`src/rtl/regfile_write_arbiter.sv`:
```
// regfile_write_arbiter: round-robin sharing of the register-file write port
// between N_REQ requesters, with a registered write-enable/address/data stage.
module regfile_write_arbiter #(
    parameter int N_REQ   = 4,
    parameter int ADDR_W  = 5,
    parameter int DATA_W  = 32,
    parameter int ZERO_RO = 1,
    parameter int SRC_W   = (N_REQ > 1) ? $clog2(N_REQ) : 1
) (
    input  logic                      clk,
    input  logic                      rst,
    input  logic [N_REQ-1:0]          req_valid,
    input  logic [N_REQ*ADDR_W-1:0]   req_addr,
    input  logic [N_REQ*DATA_W-1:0]   req_data,
    output logic [N_REQ-1:0]          req_ready,
    input  logic                      stall,
    output logic                      wr_ena,
    output logic [ADDR_W-1:0]         wr_addr,
    output logic [DATA_W-1:0]         wr_data,
    output logic [SRC_W-1:0]          wr_src
);
    logic [SRC_W-1:0]  ptr_q, ptr_d, gnt_idx, wr_src_q, wr_src_d;
    logic              gnt_found, xfer, wr_ena_q, wr_ena_d;
    logic [ADDR_W-1:0] sel_addr, wr_addr_q, wr_addr_d;
    logic [DATA_W-1:0] sel_data, wr_data_q, wr_data_d;

    // p + k modulo N_REQ; explicit wrap so non-power-of-two counts stay in range
    function automatic logic [SRC_W-1:0] wrap_add(input logic [SRC_W-1:0] p, input int k);
        int s;
        s = int'(p) + k;
        if (s >= N_REQ) s = s - N_REQ;
        return SRC_W'(s);
    endfunction

    // first valid requester at or after the priority pointer
    always_comb begin
        gnt_found = 1'b0;
        gnt_idx   = '0;
        for (int k = 0; k < N_REQ; k++) begin
            if (!gnt_found && req_valid[wrap_add(ptr_q, k)]) begin
                gnt_found = 1'b1;
                gnt_idx   = wrap_add(ptr_q, k);
            end
        end
        req_ready = (gnt_found && !stall && !rst) ? (N_REQ'(1) << gnt_idx) : '0;
        xfer      = |req_ready;
    end

    // route the granted requester's address and data to the output stage
    always_comb begin
        sel_addr = '0;
        sel_data = '0;
        for (int i = 0; i < N_REQ; i++) begin
            if (gnt_idx == SRC_W'(i)) begin
                sel_addr = req_addr[i*ADDR_W +: ADDR_W];
                sel_data = req_data[i*DATA_W +: DATA_W];
            end
        end
    end

    // next pointer and write stage; address 0 completes but is not written when read-only
    always_comb begin
        ptr_d     = xfer ? wrap_add(gnt_idx, 1) : ptr_q;
        wr_ena_d  = xfer && !(ZERO_RO != 0 && sel_addr == '0);
        wr_addr_d = xfer ? sel_addr : wr_addr_q;
        wr_data_d = xfer ? sel_data : wr_data_q;
        wr_src_d  = xfer ? gnt_idx : wr_src_q;
    end

    // state registers, cleared asynchronously
    always_ff @(posedge clk or posedge rst) begin
        if (rst) begin
            ptr_q     <= '0;
            wr_ena_q  <= 1'b0;
            wr_addr_q <= '0;
            wr_data_q <= '0;
            wr_src_q  <= '0;
        end else begin
            ptr_q     <= ptr_d;
            wr_ena_q  <= wr_ena_d;
            wr_addr_q <= wr_addr_d;
            wr_data_q <= wr_data_d;
            wr_src_q  <= wr_src_d;
        end
    end

    assign wr_ena  = wr_ena_q;
    assign wr_addr = wr_addr_q;
    assign wr_data = wr_data_q;
    assign wr_src  = wr_src_q;
endmodule

```
`config.mk`:
```
export PLATFORM = sky130hd
export DESIGN_NAME = regfile_write_arbiter
export DESIGN_NICKNAME = d
export VERILOG_FILES = /design/src/rtl/regfile_write_arbiter.sv
export SDC_FILE = /design/constraint.sdc
export NUM_CORES = 1
export LEC_CHECK = 0
export ABC_AREA = 1
export ABC_CLOCK_PERIOD_IN_PS = 4950
export BUFFER_PORTS_ARGS = -buffer_cell sky130_fd_sc_hd__buf_2
export CAP_MARGIN = 20
export CORE_MARGIN = 4
export CORE_UTILIZATION = 30
export DETAILED_ROUTE_END_ITERATION = 8
export PLACE_DENSITY = 0.6
export SLEW_MARGIN = 10
export SYNTH_ARGS = -nofsm -noshare
export SYNTH_HDL_FRONTEND = slang
export SYNTH_SLANG_ARGS = --single-unit
```
`constraint.sdc`:
```
create_clock -name clk -period 4.95 [get_ports clk]
set_input_delay 0.99 -clock clk [delete_from_list [all_inputs] [get_ports clk]]
set_output_delay 0.99 -clock clk [all_outputs]
set_load 0.005 [all_outputs]
```
* Yosys cells after proc, flatten, opt, wreduce, memory -nomap -nowiden
Cells that the tools add are included.
** Word-level totals
- Bits of input ports :: 155
- Output and inout port bits :: 44
- Logic and storage cells :: 72
- Register bits after elaboration :: 42
** Cells by class
- Reductions and logical operators :: 15
- Shift operators :: 1
- Multiplexer cells :: 30
- $lt $le $gt $ge :: 9
- Add/subtract/negate cells :: 9
- Equality and inequality tests :: 3
** Operators by type and width (count)
- 32-bit 2-to-1 mux :: 4
- 5-bit 2-to-1 mux :: 4
- 2-bit 2-to-1 mux :: 9
- 3-bit greater-or-equal comparator (second input constant) :: 4
- 2-bit by 3-bit less-than comparator with 1-bit output (second input constant) :: 4
- 2-bit by 1-bit subtractor with 2-bit output (second input constant) :: 5
- 1-bit binary-select mux with 2-bit select :: 4
- 1-bit 2-to-1 mux :: 8
- 2-bit by 1-bit adder with 3-bit output (second input constant) :: 2
- 2-bit by 2-bit adder with 3-bit output (second input constant) :: 2
- 1-bit logical AND :: 6
- 1-bit zero test :: 6
- 5-bit zero test :: 1
- 2-bit == test (second input constant) :: 2
- 4-bit 2-to-1 mux :: 1
- 4-bit OR reduction :: 1
- 1-bit by 2-bit << shifter with 4-bit output (first input constant) :: 1
- 2-bit by 3-bit greater-or-equal comparator with 1-bit output (second input constant) :: 1
- 2-bit by 1-bit == test with 1-bit output (second input constant) :: 1
- 2-bit zero test :: 1

* Depth between registers and ports, before layout
- Depth after elaboration :: 22
- Gate-level depth with buffers :: 22
- Depth with buffers taken out :: 20

* Worst setup path before layout
Ideal clock, no wire load.
- Kind :: input-to-output
- Start point :: in req_valid[2]
- End point :: out req_ready[1]
- Data required time :: 3.960 ns
- Stages :: 14
- Arrival :: 2.557 ns
- Slack :: 1.403 ns
- Path buffers :: 2
- Cells stage by stage :: inv_1 -> nand2_1 -> nand3_1 -> nand2_2 -> nor2_8 -> nand2_1 -> o21ai_0 -> nand2_1 -> inv_1 -> ha_1 -> buf_2 -> clkbuf_1 -> inv_1 -> nor2_1
** On the way
- Elaborated cells between the ends (all ways) :: 26
- Classes of those cells :: 1 x shift; 17 x mux; 8 x reduce/logical
** RTL lines
- from (decl) :: line 12 : input logic [N_REQ-1:0] req_valid,
- 1-bit binary-select mux with 2-bit select :: line 40 : if (!gnt_found && req_valid[wrap_add(ptr_q, k)]) begin
- 1-bit 2-to-1 mux (not written as such) :: line 40
- 1-bit 2-to-1 mux :: line 40
- 1-bit zero test :: line 40
- 1-bit logical AND :: line 40
- 1-bit 2-to-1 mux :: line 40
- 1-bit zero test :: line 40
- 1-bit logical AND :: line 40
- 1-bit 2-to-1 mux :: line 40
- 1-bit zero test :: line 40
- 1-bit logical AND :: line 40
- 2-bit 2-to-1 mux * :: line 40
- via gnt_idx[0] :: line 22 : logic [SRC_W-1:0] ptr_q, ptr_d, gnt_idx, wr_src_q, wr_src_d;
- 1-bit by 2-bit << shifter with 4-bit output * :: line 45 : req_ready = (gnt_found && !stall && !rst) ? (N_REQ'(1) << gnt_idx) : '0;
- 4-bit 2-to-1 mux * :: line 45
- to (decl) :: line 15 : output logic [N_REQ-1:0] req_ready,
The timed path passes the listed nets; every way through them passes the cells marked *. The select of a mux whose other input is x is not followed.

* Worst setup path in the final report
- Start point :: in req_valid[3]
- End point :: out req_ready[3]
Same word-level chain as after synthesis.

==> qor.yml <==
p_switching_uw: 1850
drv_slew: 0
cts_root_buf: "clkbuf_8"
clkTransAtPathRegs_ns: 0.08
outcome: "completed"
start_util: 0.312
cts_tree: "yes"
dieArea_um2: 12500
grt_max_degree: 47
synthDistinctLibCells: 28
cts_resized: 0
nets: 809
synth-simple-area-share: 0.337
cap_viol_max_count: 0
vias: 3804
synth_edf_count: 0
viasPerCell: 4.83
cp-start-kind: "input port"
cts_sinks: 42
grt_setup_unrepaired: "false"
synth_top_family_by_area: "simple AND/OR/NAND/NOR gates"
fillers: 1134
synthAdderAreaFrac: 0.0154
syn_inst: 477
seqPwrFrac: 0.170
drcViolationCount: 0
fp.dieH_um: 112
synth_compound_gate_area_share: 0.221
avgSynthCellArea_um2: 6.80
critPathArrivalTime_ns: 2.98
h-tree-depth: 2
synth-xor-area-share: 0
drt_iter0_markers: 142
die_w_um: 112
wirelength_um: 11500
yosysTopAreaCell: "dfrtp_1"
static-leakage-power_uw: 0.00239
wl_per_cell_um: 14.6
syn_area_um2: 3250
synth_flop_cell: "dfrtp_1"
finalCritPeriodShare: 0.801
fin_tns_setup_ns: 0
clock_power_share: 0.078
cts-hold-fix-buffers: 0
crit_fanout: 28
areaGrowthSynthToFinish_pct: 32.9
swShare: 0.546
grt_pass1_wl_um: 18300
post-route-util: 0.414
grt_use_total: 0.174
path_class: "input port to output port"
cp_data_required_time_ns: 3.96
p_per_area_nw_per_um2: 786
drt_first_pass_iters: 5
internal_power_uw: 1540
synthArstFlopShare: 1.00
relSlewSlack: 0.406
place_congestion: 0.877
yosysSeqAreaShare: 0.324
setup_viol: 0
synthTopCellsByArea: "dfrtp_1 (32%), nand2_1 (18%), a22oi_1 (7.4%)"
dp_hpwl_um: 8790
clock_path_buffers: 2
combinationalPowerShare: 0.752
overflow: 0
ir_drop_mv: 0.355
multiInputGateArea_um2: 1870
drive_gt1_frac: 0.358
antenna_found_initial: 0
port_buffers: 198
antennaDiodeCount: 0
ant_nets: 0
ff_latch_area_um2: 1050
synth.yosys.warnings: 0
finalClockSkew_ns: 0.00491
cts_setup_buffers: 0
final-hold-violation-count: 0
hp-class: "flip-flop to flip-flop"
synth_fp_nets: 636
ys_seq_elements: 42
post-route-min-period_ns: 3.97
clk_latency_ns: 0.29
synthMuxAreaShare: 0
grt_pass1_vias: 3761
synth_top_area_frac: 0.324
io_pins: 199
core_area_um2: 10400
p_total_uw: 3390
crit_path_end_kind: "output port"
cts_made_buffers: 5
num_rows: 37
max_freq_mhz: 252
worst_pin_slew_ns: 0.890
-- critical path: stages --
cell and delay [ns]:
buf_2 0.11, inv_1 0.05, nand2_1 0.04, nand3_1 0.11, nand2_2 0.11, nor2_8 0.15, nand2_1 0.05, o21ai_0 0.14
nand2_1 0.13, inv_1 0.13, ha_2 0.50, inv_1 0.18, nor2_1 0.13, buf_2 0.13
-- area by class of cell --
cell class                 instances  area share
tap                              136      0.0395
multi-input combinational        376       0.433
clock buffer                       5      0.0160
timing repair buffer             204       0.240
inverter                          21      0.0183
clock inverter                     3     0.00928
sequential                        42       0.244
-- metal layers --
layer / GRT usage / wire length, um
met5: 0 / 0
met4: 0.0280 / 68
met3: 0.0420 / 829
met2: 0.304 / 5610
met1: 0.224 / 4950
-- per-stage QoR --
step	hold WS, ns	worst slack (ns)	cell area, um2	instances
floorplan	0.501	1.40	3250	477
global placement	0.492	1.03	4200	779
detailed placement	0.493	0.980	4200	779
CTS	0.516	0.993	4310	787
global route	0.538	0.637	4310	787
finish	0.510	0.985	4310	787
-- cell usage in the layout (no fill, tap or decap) --
| cell type | n |
|---|---|
| o211ai_4 | 2 |
| bufinv_16 | 1 |
| buf_2 | 198 |
| a22oi_1 | 32 |
| nand2_2 | 6 |
| nor2_2 | 1 |
| nand3_4 | 1 |
| nand2_8 | 1 |
| clkinv_2 | 2 |
| o21ai_2 | 1 |
| and2_4 | 1 |
| nand3_1 | 44 |
| buf_4 | 6 |
| nand2_1 | 155 |
| nor2_1 | 39 |
| o21ai_1 | 1 |
| a32oi_1 | 1 |
| inv_1 | 19 |
| o21ai_0 | 42 |
| nand4_1 | 2 |
| clkbuf_8 | 5 |
| nand3_2 | 1 |
| ha_1 | 1 |
| a21oi_1 | 39 |
| nor2_8 | 1 |
| o211ai_1 | 1 |
| inv_2 | 2 |
| dfrtp_1 | 42 |
| nand2_4 | 1 |
| ha_2 | 3 |
-- cells by family after synthesis --
logic type / count (synthesis)
compound gates: 119
flops: 42
simple gates: 253
buf+inv: 59
fa+ha+maj: 4
-- state kept, by name (all words and copies together), names as in the netlist --
| register | count |
|---|---|
| wr_src | 2 |
| ptr_q | 2 |
| wr_ena | 1 |
| wr_addr | 5 |
| wr_data | 32 |
-- synthesized netlist by cell type (2+ instances only) --
library cell,n
inv_1,20
nand2_2,6
nand3_1,44
nand4_1,2
dfrtp_1,42
o21ai_0,42
a22oi_1,32
buf_6,14
o211ai_4,2
a21oi_1,39
ha_1,4
nand2_1,155
buf_1,3
nor2_1,39
clkbuf_1,15
buf_2,6
-- power groups by stage --
| stage | Combinational [uW] | Sequential [uW] | Clock [uW] |
|---|---|---|---|
| after floorplan | 2010 | 573 | 0 |
| after global placement | 2540 | 580 | 0 |
| after detailed placement | 2570 | 580 | 0 |
| after CTS | 2580 | 577 | 276 |
| after global routing | 2930 | 596 | 291 |
| final | 2550 | 576 | 264 |
-- path summary, 6_finish.rpt --
kind / from / to / slack (ns) / cells after the start
hold / removal: wr_data[10]$_DFFE_PP0P_ / wr_data[10]$_DFFE_PP0P_ / 0.51 / 2
max in group asynchronous: rst / wr_data[11]$_DFFE_PP0P_ / 3.49 / 2
min in group asynchronous: rst / wr_addr[2]$_DFFE_PP0P_ / 0.90 / 2
setup reg to reg: ptr_q[0]$_DFFE_PP0P_ / wr_data[30]$_DFFE_PP0P_ / 1.36 / 18
setup / recovery: req_valid[3] / req_ready[3] / 0.98 / 14
hold reg to reg: wr_data[10]$_DFFE_PP0P_ / wr_data[10]$_DFFE_PP0P_ / 0.51 / 2
Note: power is estimated with default switching activity, not from simulation.
